<file path="src/rtl/hyperbus_conv_pkg.sv">
// Shared types and helpers for the HyperBus data-path width converters.
// Lane masks are built at full AXI width and sliced by the user.
package hyperbus_conv_pkg;

  typedef enum logic [1:0] {
    Idle,
    Collect,
    Emit
  } state_e;

  localparam int unsigned MaxAxiBytes = 128;

  typedef struct packed {
    logic [63:0] data;
    logic [7:0]  strb;
    logic        last;
    logic        user;
  } w_beat_t;

  function automatic int unsigned NumAxiBytes(
    input int unsigned width
  );
    return width / 8;
  endfunction

  function automatic int unsigned PhyBytes(
    input int unsigned num_phys
  );
    return 2 * num_phys;
  endfunction

  function automatic int unsigned WordCntWidth(
    input int unsigned width,
    input int unsigned num_phys
  );
    return $clog2(width / 8) - $clog2(2 * num_phys) + 1;
  endfunction

  function automatic logic [MaxAxiBytes-1:0] lane_mask(
    input logic [7:0] lo,
    input logic [7:0] hi
  );
    logic [MaxAxiBytes-1:0] m;
    m = '0;
    for (int i = 0; i < MaxAxiBytes; i++) begin
      m[i] = (8'(i) >= lo) && (8'(i) < hi);
    end
    return m;
  endfunction

endpackage

</file>
<file path="src/rtl/hyperbus_lane_window.sv">
// Byte-lane window [lo,hi) of one AXI beat from address and size.
// Purely combinational; shared between write and read paths.
module hyperbus_lane_window
  import hyperbus_conv_pkg::*;
#(
  parameter int unsigned AddrWidth = 3
) (
  input  logic [AddrWidth-1:0]      addr,
  input  logic [2:0]                size,
  output logic [AddrWidth-1:0]      lo,
  output logic [AddrWidth:0]        hi,
  output logic [(1<<AddrWidth)-1:0] mask
);

  logic [AddrWidth:0]     step;
  logic [MaxAxiBytes-1:0] full;
  logic                   unused_full;

  assign step = (AddrWidth+1)'(1) << size;
  assign lo   = addr;
  assign hi   = ({1'b0, addr} & ~(step - 1'b1)) + step;
  assign full = lane_mask(8'(addr), 8'(hi));
  assign mask = full[(1<<AddrWidth)-1:0];

  assign unused_full = ^full;

endmodule

</file>
<file path="src/rtl/hyperbus_wdata_conv.sv">
// AXI W beats to aligned HyperBus PHY words: downsizes wide beats,
// packs narrow beats, masks strobes and checks burst length.
module hyperbus_wdata_conv
  import hyperbus_conv_pkg::*;
#(
  parameter int unsigned AxiDataWidth = 64,
  parameter int unsigned NumPhys      = 2,
  parameter int unsigned BurstLength  = 8,
  parameter type         T            = w_beat_t,
  parameter int unsigned AddrWidth    = $clog2(AxiDataWidth/8)
) (
  input  logic                   clk_i,
  input  logic                   rst_ni,
  input  logic                   trans_valid_i,
  output logic                   trans_ready_o,
  input  logic [AddrWidth-1:0]   start_addr_i,
  input  logic [2:0]             size_i,
  input  logic [BurstLength-1:0] len_i,
  input  logic                   axi_valid_i,
  output logic                   axi_ready_o,
  input  T                       data_i,
  output logic                   phy_valid_o,
  input  logic                   phy_ready_i,
  output logic [16*NumPhys-1:0]  data_o,
  output logic [2*NumPhys-1:0]   strb_o,
  output logic                   last_o,
  output logic                   len_mismatch_o
);

  localparam int unsigned AxiB     = NumAxiBytes(AxiDataWidth);
  localparam int unsigned PhyB     = PhyBytes(NumPhys);
  localparam int unsigned PhyBits  = 8 * PhyB;
  localparam int unsigned PhyShift = $clog2(PhyB);
  localparam int unsigned IdxW     = WordCntWidth(AxiDataWidth, NumPhys);
  localparam logic [2:0]  WideSize = 3'(PhyShift);
  localparam logic [AddrWidth:0] PhyStep  = (AddrWidth+1)'(PhyB);
  localparam logic [AddrWidth:0] PhyAlign = ~(PhyStep - 1'b1);

  state_e                  state_q;
  logic [AddrWidth-1:0]    addr_q;
  logic [2:0]              size_q;
  logic [BurstLength-1:0]  cnt_q;
  logic [AddrWidth:0]      ptr_q;
  logic [AddrWidth:0]      hi_q;
  logic                    end_q;
  logic                    trans_ready_q;
  logic [AxiDataWidth-1:0] buf_data_q;
  logic [AxiB-1:0]         buf_strb_q;

  logic [AddrWidth-1:0]    win_lo;
  logic [AddrWidth:0]      win_hi;
  logic [AxiB-1:0]         win_mask;
  logic [AxiDataWidth-1:0] new_data;
  logic [AxiB-1:0]         new_strb;
  logic [AddrWidth:0]      ptr_nxt;
  logic [IdxW-1:0]         word_idx;
  logic                    word_done;
  logic                    phy_fire;
  logic                    beat_fire;
  logic                    cnt_zero;
  logic                    term;
  logic                    go_emit;
  logic                    unused_user;

  hyperbus_lane_window #(
    .AddrWidth(AddrWidth)
  ) u_win (
    .addr(addr_q),
    .size(size_q),
    .lo  (win_lo),
    .hi  (win_hi),
    .mask(win_mask)
  );

  assign ptr_nxt   = ptr_q + PhyStep;
  assign word_done = ptr_nxt >= hi_q;
  assign word_idx  = ptr_q[AddrWidth:PhyShift];

  assign trans_ready_o = trans_ready_q;
  assign phy_valid_o   = (state_q == Emit);
  assign phy_fire      = phy_valid_o & phy_ready_i;
  assign last_o        = phy_valid_o & end_q & word_done;

  // Refill straight from Emit so wide beats stream without a bubble.
  assign axi_ready_o = (state_q == Collect) |
                       (phy_fire & word_done & ~end_q);
  assign beat_fire   = axi_valid_i & axi_ready_o;

  assign cnt_zero = (cnt_q == '0);
  assign term     = data_i.last | cnt_zero;
  assign go_emit  = (size_q >= WideSize) |
                    (win_hi[PhyShift-1:0] == '0) | term;

  assign len_mismatch_o = beat_fire & (data_i.last ^ cnt_zero);
  assign unused_user    = ^data_i.user;

  always_comb begin
    new_data = '0;
    new_strb = '0;
    if (state_q == Collect) begin
      new_data = buf_data_q;
      new_strb = buf_strb_q;
    end
    for (int i = 0; i < AxiB; i++) begin
      if (win_mask[i]) begin
        new_data[i*8 +: 8] = data_i.data[i*8 +: 8];
        new_strb[i]        = data_i.strb[i];
      end
    end
  end

  always_comb begin
    data_o = '0;
    strb_o = '0;
    for (int w = 0; w < AxiB / PhyB; w++) begin
      if (word_idx == IdxW'(w)) begin
        data_o = buf_data_q[w*PhyBits +: PhyBits];
        strb_o = buf_strb_q[w*PhyB +: PhyB];
      end
    end
  end

  always_ff @(posedge clk_i or negedge rst_ni) begin
    if (!rst_ni) begin
      state_q       <= Idle;
      addr_q        <= '0;
      size_q        <= '0;
      cnt_q         <= '0;
      ptr_q         <= '0;
      hi_q          <= '0;
      end_q         <= 1'b0;
      trans_ready_q <= 1'b0;
      buf_data_q    <= '0;
      buf_strb_q    <= '0;
    end else begin
      unique case (state_q)
        Idle: begin
          trans_ready_q <= 1'b1;
          if (trans_valid_i & trans_ready_q) begin
            addr_q        <= start_addr_i;
            size_q        <= (size_i > 3'(AddrWidth)) ?
                             3'(AddrWidth) : size_i;
            cnt_q         <= len_i;
            end_q         <= 1'b0;
            trans_ready_q <= 1'b0;
            state_q       <= Collect;
          end
        end
        Collect: ;
        Emit: begin
          if (phy_fire) begin
            if (word_done) begin
              buf_data_q <= '0;
              buf_strb_q <= '0;
              if (end_q) begin
                trans_ready_q <= 1'b1;
                state_q       <= Idle;
              end else begin
                state_q <= Collect;
              end
            end else begin
              ptr_q <= ptr_nxt;
            end
          end
        end
        default: state_q <= Idle;
      endcase

      if (beat_fire) begin
        buf_data_q <= new_data;
        buf_strb_q <= new_strb;
        addr_q     <= win_hi[AddrWidth-1:0];
        ptr_q      <= {1'b0, win_lo} & PhyAlign;
        hi_q       <= win_hi;
        end_q      <= term;
        state_q    <= go_emit ? Emit : Collect;
        if (!cnt_zero) begin
          cnt_q <= cnt_q - 1'b1;
        end
      end
    end
  end

endmodule

</file>
<file path="config.mk">
export PLATFORM = sky130hd
export DESIGN_NAME = hyperbus_wdata_conv
export DESIGN_NICKNAME = d
export VERILOG_FILES = /design/src/rtl/hyperbus_conv_pkg.sv /design/src/rtl/hyperbus_lane_window.sv /design/src/rtl/hyperbus_wdata_conv.sv
export SDC_FILE = /design/constraint.sdc
export NUM_CORES = 1
export LEC_CHECK = 0
export BUFFER_PORTS_ARGS = -buffer_cell sky130_fd_sc_hd__buf_2
export CAP_MARGIN = 20
export CORE_MARGIN = 2
export CORE_UTILIZATION = 30
export CTS_BUF_LIST = sky130_fd_sc_hd__clkbuf_16
export CTS_CLUSTER_DIAMETER = 150
export DETAILED_ROUTE_END_ITERATION = 8
export HOLD_SLACK_MARGIN = 0.12
export PLACE_DENSITY = 0.64
export SLEW_MARGIN = 20
export SYNTH_ARGS = -nofsm -noshare
export SYNTH_HDL_FRONTEND = slang
export SYNTH_SLANG_ARGS = --single-unit
export TNS_END_PERCENT = 10
</file>
<file path="constraint.sdc">
create_clock -name clk_i -period 2.4 [get_ports clk_i]
set_clock_uncertainty 0.05 [all_clocks]
set_input_delay 0.12 -clock clk_i [delete_from_list [all_inputs] [get_ports clk_i]]
set_output_delay 0.12 -clock clk_i [all_outputs]
set_load 0.01 [all_outputs]
</file>
==> flow_summary.yaml <==
layout:
  drive_gt1_share_pct: 35.4
  nets: 773
  fillCellCount: 1381
  fin_cells: 891
  synthToLayoutAreaGrowth_pct: 56.5
  multiInputGateArea_um2: 2360
  fin_util_pct: 48.3
  ff_latch_area_um2: 2400
logic_synthesis:
  ys_warn_count: 0
  synth_cells: 416
  synth_area_um2: 4710
  postSynth.asyncResetShare_pct: 100
  yosys-top-cells-area: "dfrtp_1 51%, a22o_1 20%, ha_1 1.9%"
  synthesis.nets: 516
  avgSynthCellArea_um2: 11.3
  synthTopCellsByCount: "108 x a22o_1, 96 x dfrtp_1, 22 x nand2_1, 17 x a21oi_1, 15 x clkbuf_1"
  ys_seq_area_share_pct: 51.0
  synth.distinct_cells: 61
  synth_top_area_share_pct: 51.0
  synthFlopType: "dfrtp_1"
  ys_seq_elements: 96
  synth_top_area_cell: "dfrtp_1"
  synth-edff-count: 0
  synth.most_common_cell: "a22o_1"
routing:
  drt-pass1-iter-count: 4
  postRouteAntennaNets: 0
  drc: 0
  routed_wl_um: 15100
  vias: 4506
  drt_iter0_drc: 253
  avgRoutedWirePerCell_um: 16.9
  via_per_inst: 5.06
timing:
  period_share_pct: 103
  hold_viol_final: 0
  rsz0062_at_grt: "true"
  period_minus_slack_ns: 2.46
  max-slew-margin-rel_pct: 65.2
  tightest_slew_ns: 0.522
  setup_ws_ns: -0.0645
  clock.fmax_mhz: 406
  whs_ns: 0.155
  setup_viol: 47
  setup_tns_ns: -1.22
  slew_violations: 0
power_and_ir_drop:
  irDropWorstVdd_mv: 0.573
  p_clk_share_pct: 14.7
  comb_power_share_pct: 55.6
  intPower_uw: 5620
  swShare_pct: 40.2
  seqPwrFrac_pct: 29.7
  power_density_nw_per_um2: 1280
  p_sw_uw: 3790
  p_leak_uw: 0.00348
floorplanning:
  io_pins: 134
  coreArea_um2: 15300
  core.rowCount: 45
  die_w_um: 129
  start_util_pct: 30.9
  dieHeight_um: 129
  die_area_um2: 16700
job:
  drv_cap: 0
critical_path:
  critical_path_arrival_ns: 2.29
  r2r_start: "ptr_q[3]"
  path_max_fanout: 4
  startpoint_type: "register"
  reg2reg_to: "buf_data_q[22]"
  path_class: "register to output pin"
  r2r_slack_ns: -0.04
  cp_data_required_time_ns: 2.23
  rr_worst_depth: 11
  cp-end-kind: "output pin"
clock_tree:
  cts_tree: "built"
  cts.path.max_buffers: 2
  clk-insertion-delay-late_ns: 0.35
  cts_root_buffer: "clkbuf_16"
  clk_pin_slew_ns: 0.06
  numCtsBuffers: 9
  h-tree-depth: 3
  cts.sinks: 96
worst_hold_path:
  min_path_cells: 4
  holdCritPathClass: "input port to register"
  hold_end: "end_q"
  hp-start: "data_i[1]"
place:
  dp_worst_setup_slack_ns: -0.354
  port-buffer-count: 132
  place_inst: 772
  place_congestion: 0.819
  dp_hpwl_um: 9890
outcome:
  violations: "negative setup slack"
  status: "finished with violations"
global_route:
  grt_max_degree: 36
  grtUsageTotal_pct: 18.1
  grt-ovfl-total: 0
  grt_pass1_wl_um: 23500
  grt_pass1_vias: 4736
  antenna_found_initial: 1
## cell usage in the layout (no fill, tap or decap), types with 3 or more instances in the layout
| cell | instances |
|---|---|
| dfrtp_1 | 96 |
| nor3b_1 | 4 |
| nor3_2 | 3 |
| a21oi_1 | 14 |
| o21a_1 | 4 |
| buf_2 | 130 |
| buf_4 | 44 |
| o21ai_2 | 3 |
| nor3_1 | 6 |
| nor2_1 | 13 |
| a31oi_1 | 4 |
| a22o_1 | 108 |
| o22ai_1 | 4 |
| and2_1 | 4 |
| a21oi_2 | 3 |
| buf_6 | 6 |
| clkbuf_16 | 9 |
| inv_1 | 9 |
| dlygate4sd3_1 | 90 |
| nand2_1 | 21 |
| nand3_1 | 7 |
| o21ai_0 | 9 |
| nor2b_1 | 6 |
| ha_1 | 3 |
| buf_12 | 4 |
| a211oi_4 | 3 |
| ha_4 | 3 |
| mux2i_1 | 4 |
| a21o_1 | 4 |
## routing by layer
metal	track usage, %	vias up	part of all wire [%]
met5	0	-	0
met4	7.35	0	1.8
met3	4.05	22	4.4
met2	29.3	116	48
met1	23.5	2234	46
li1	-	2134	-
## state kept, by name (all words and copies together), names as in the netlist
| name | count |
|---|---|
| buf_data_q | 64 |
| cnt_q | 8 |
| addr_q | 3 |
| hi_q | 4 |
| size_q | 3 |
| trans_ready_o | 1 |
| state_q | 2 |
| ptr_q | 2 |
| end_q | 1 |
| buf_strb_q | 8 |
## worst max-delay path, cell delays in order (launching register included)
cell and delay, ns:
dfrtp_1 0.38, inv_2 0.08, ha_4 0.21, ha_4 0.29
nand4bb_4 0.13, buf_6 0.15, a21o_1 0.18, o21ai_2 0.15
buf_6 0.13, and2_4 0.13, buf_6 0.09
## area by class of cell
cell class,count,share of cell area (%)
multi-input cells,283,32.0
well taps,211,3.58
diodes,2,0.0679
clock buffers,9,3.05
inverters,9,0.458
repair buffers,274,27.5
clock inverters,7,0.746
flip-flops and latches,96,32.6
## kinds of logic (layout without fill, tap and decap cells)
group	Yosys count	in the layout	synth area share (%)
simple gates	89	89	10.6
fa+ha+maj	7	7	1.86
flops	96	96	51.0
xor+xnor	1	1	0.186
other cells	0	2	0
compound gates	182	182	32.2
buf+inv	37	299	3.35
mux	4	4	0.850
## how the worst max path moves through the flow
stage	slack, ns	cells after the start	endpoint	startpoint
5_1_grt	-0.14	10	len_mismatch_o	ptr_q[3]
3_3_place_gp	-0.16	9	buf_data_q[16]	ptr_q[2]
4_1_cts	-0.12	10	len_mismatch_o	ptr_q[3]
2_1_floorplan	-0.05	9	cnt_q[5]	ptr_q[2]
6_report	-0.06	10	len_mismatch_o	ptr_q[3]
3_5_place_dp	-0.35	9	buf_data_q[22]	ptr_q[2]
## power by group through the flow
stage	clock network, µW	logic (µW)	registers, µW
2_1_floorplan	0	2980	2660
3_3_place_gp	0	4350	2770
3_5_place_dp	0	4490	2790
4_1_cts	1420	4900	2790
5_1_grt	1490	5670	2900
6_report	1380	5230	2800
## through the flow
step / cell area, µm² / power (µW)
6_report: 7380 / 9410
5_1_grt: 7370 / 10100
4_1_cts: 7210 / 9110
3_5_place_dp: 5870 / 7280
3_3_place_gp: 5870 / 7120
2_1_floorplan: 4720 / 5630
## timing repair
| action | 4_1_cts | 5_1_grt |
|---|---|---|
| setup buffers | 6 | 5 |
| setup endpoints to repair | 78 | 84 |
| hold endpoints to repair | 184 | 0 |
| hold buffers | 90 | 0 |
| cloned | 0 | 0 |
| resized for setup | 22 | 17 |
| pin swaps | 15 | 16 |
No activity file was read; power rests on OpenSTA's default activity.
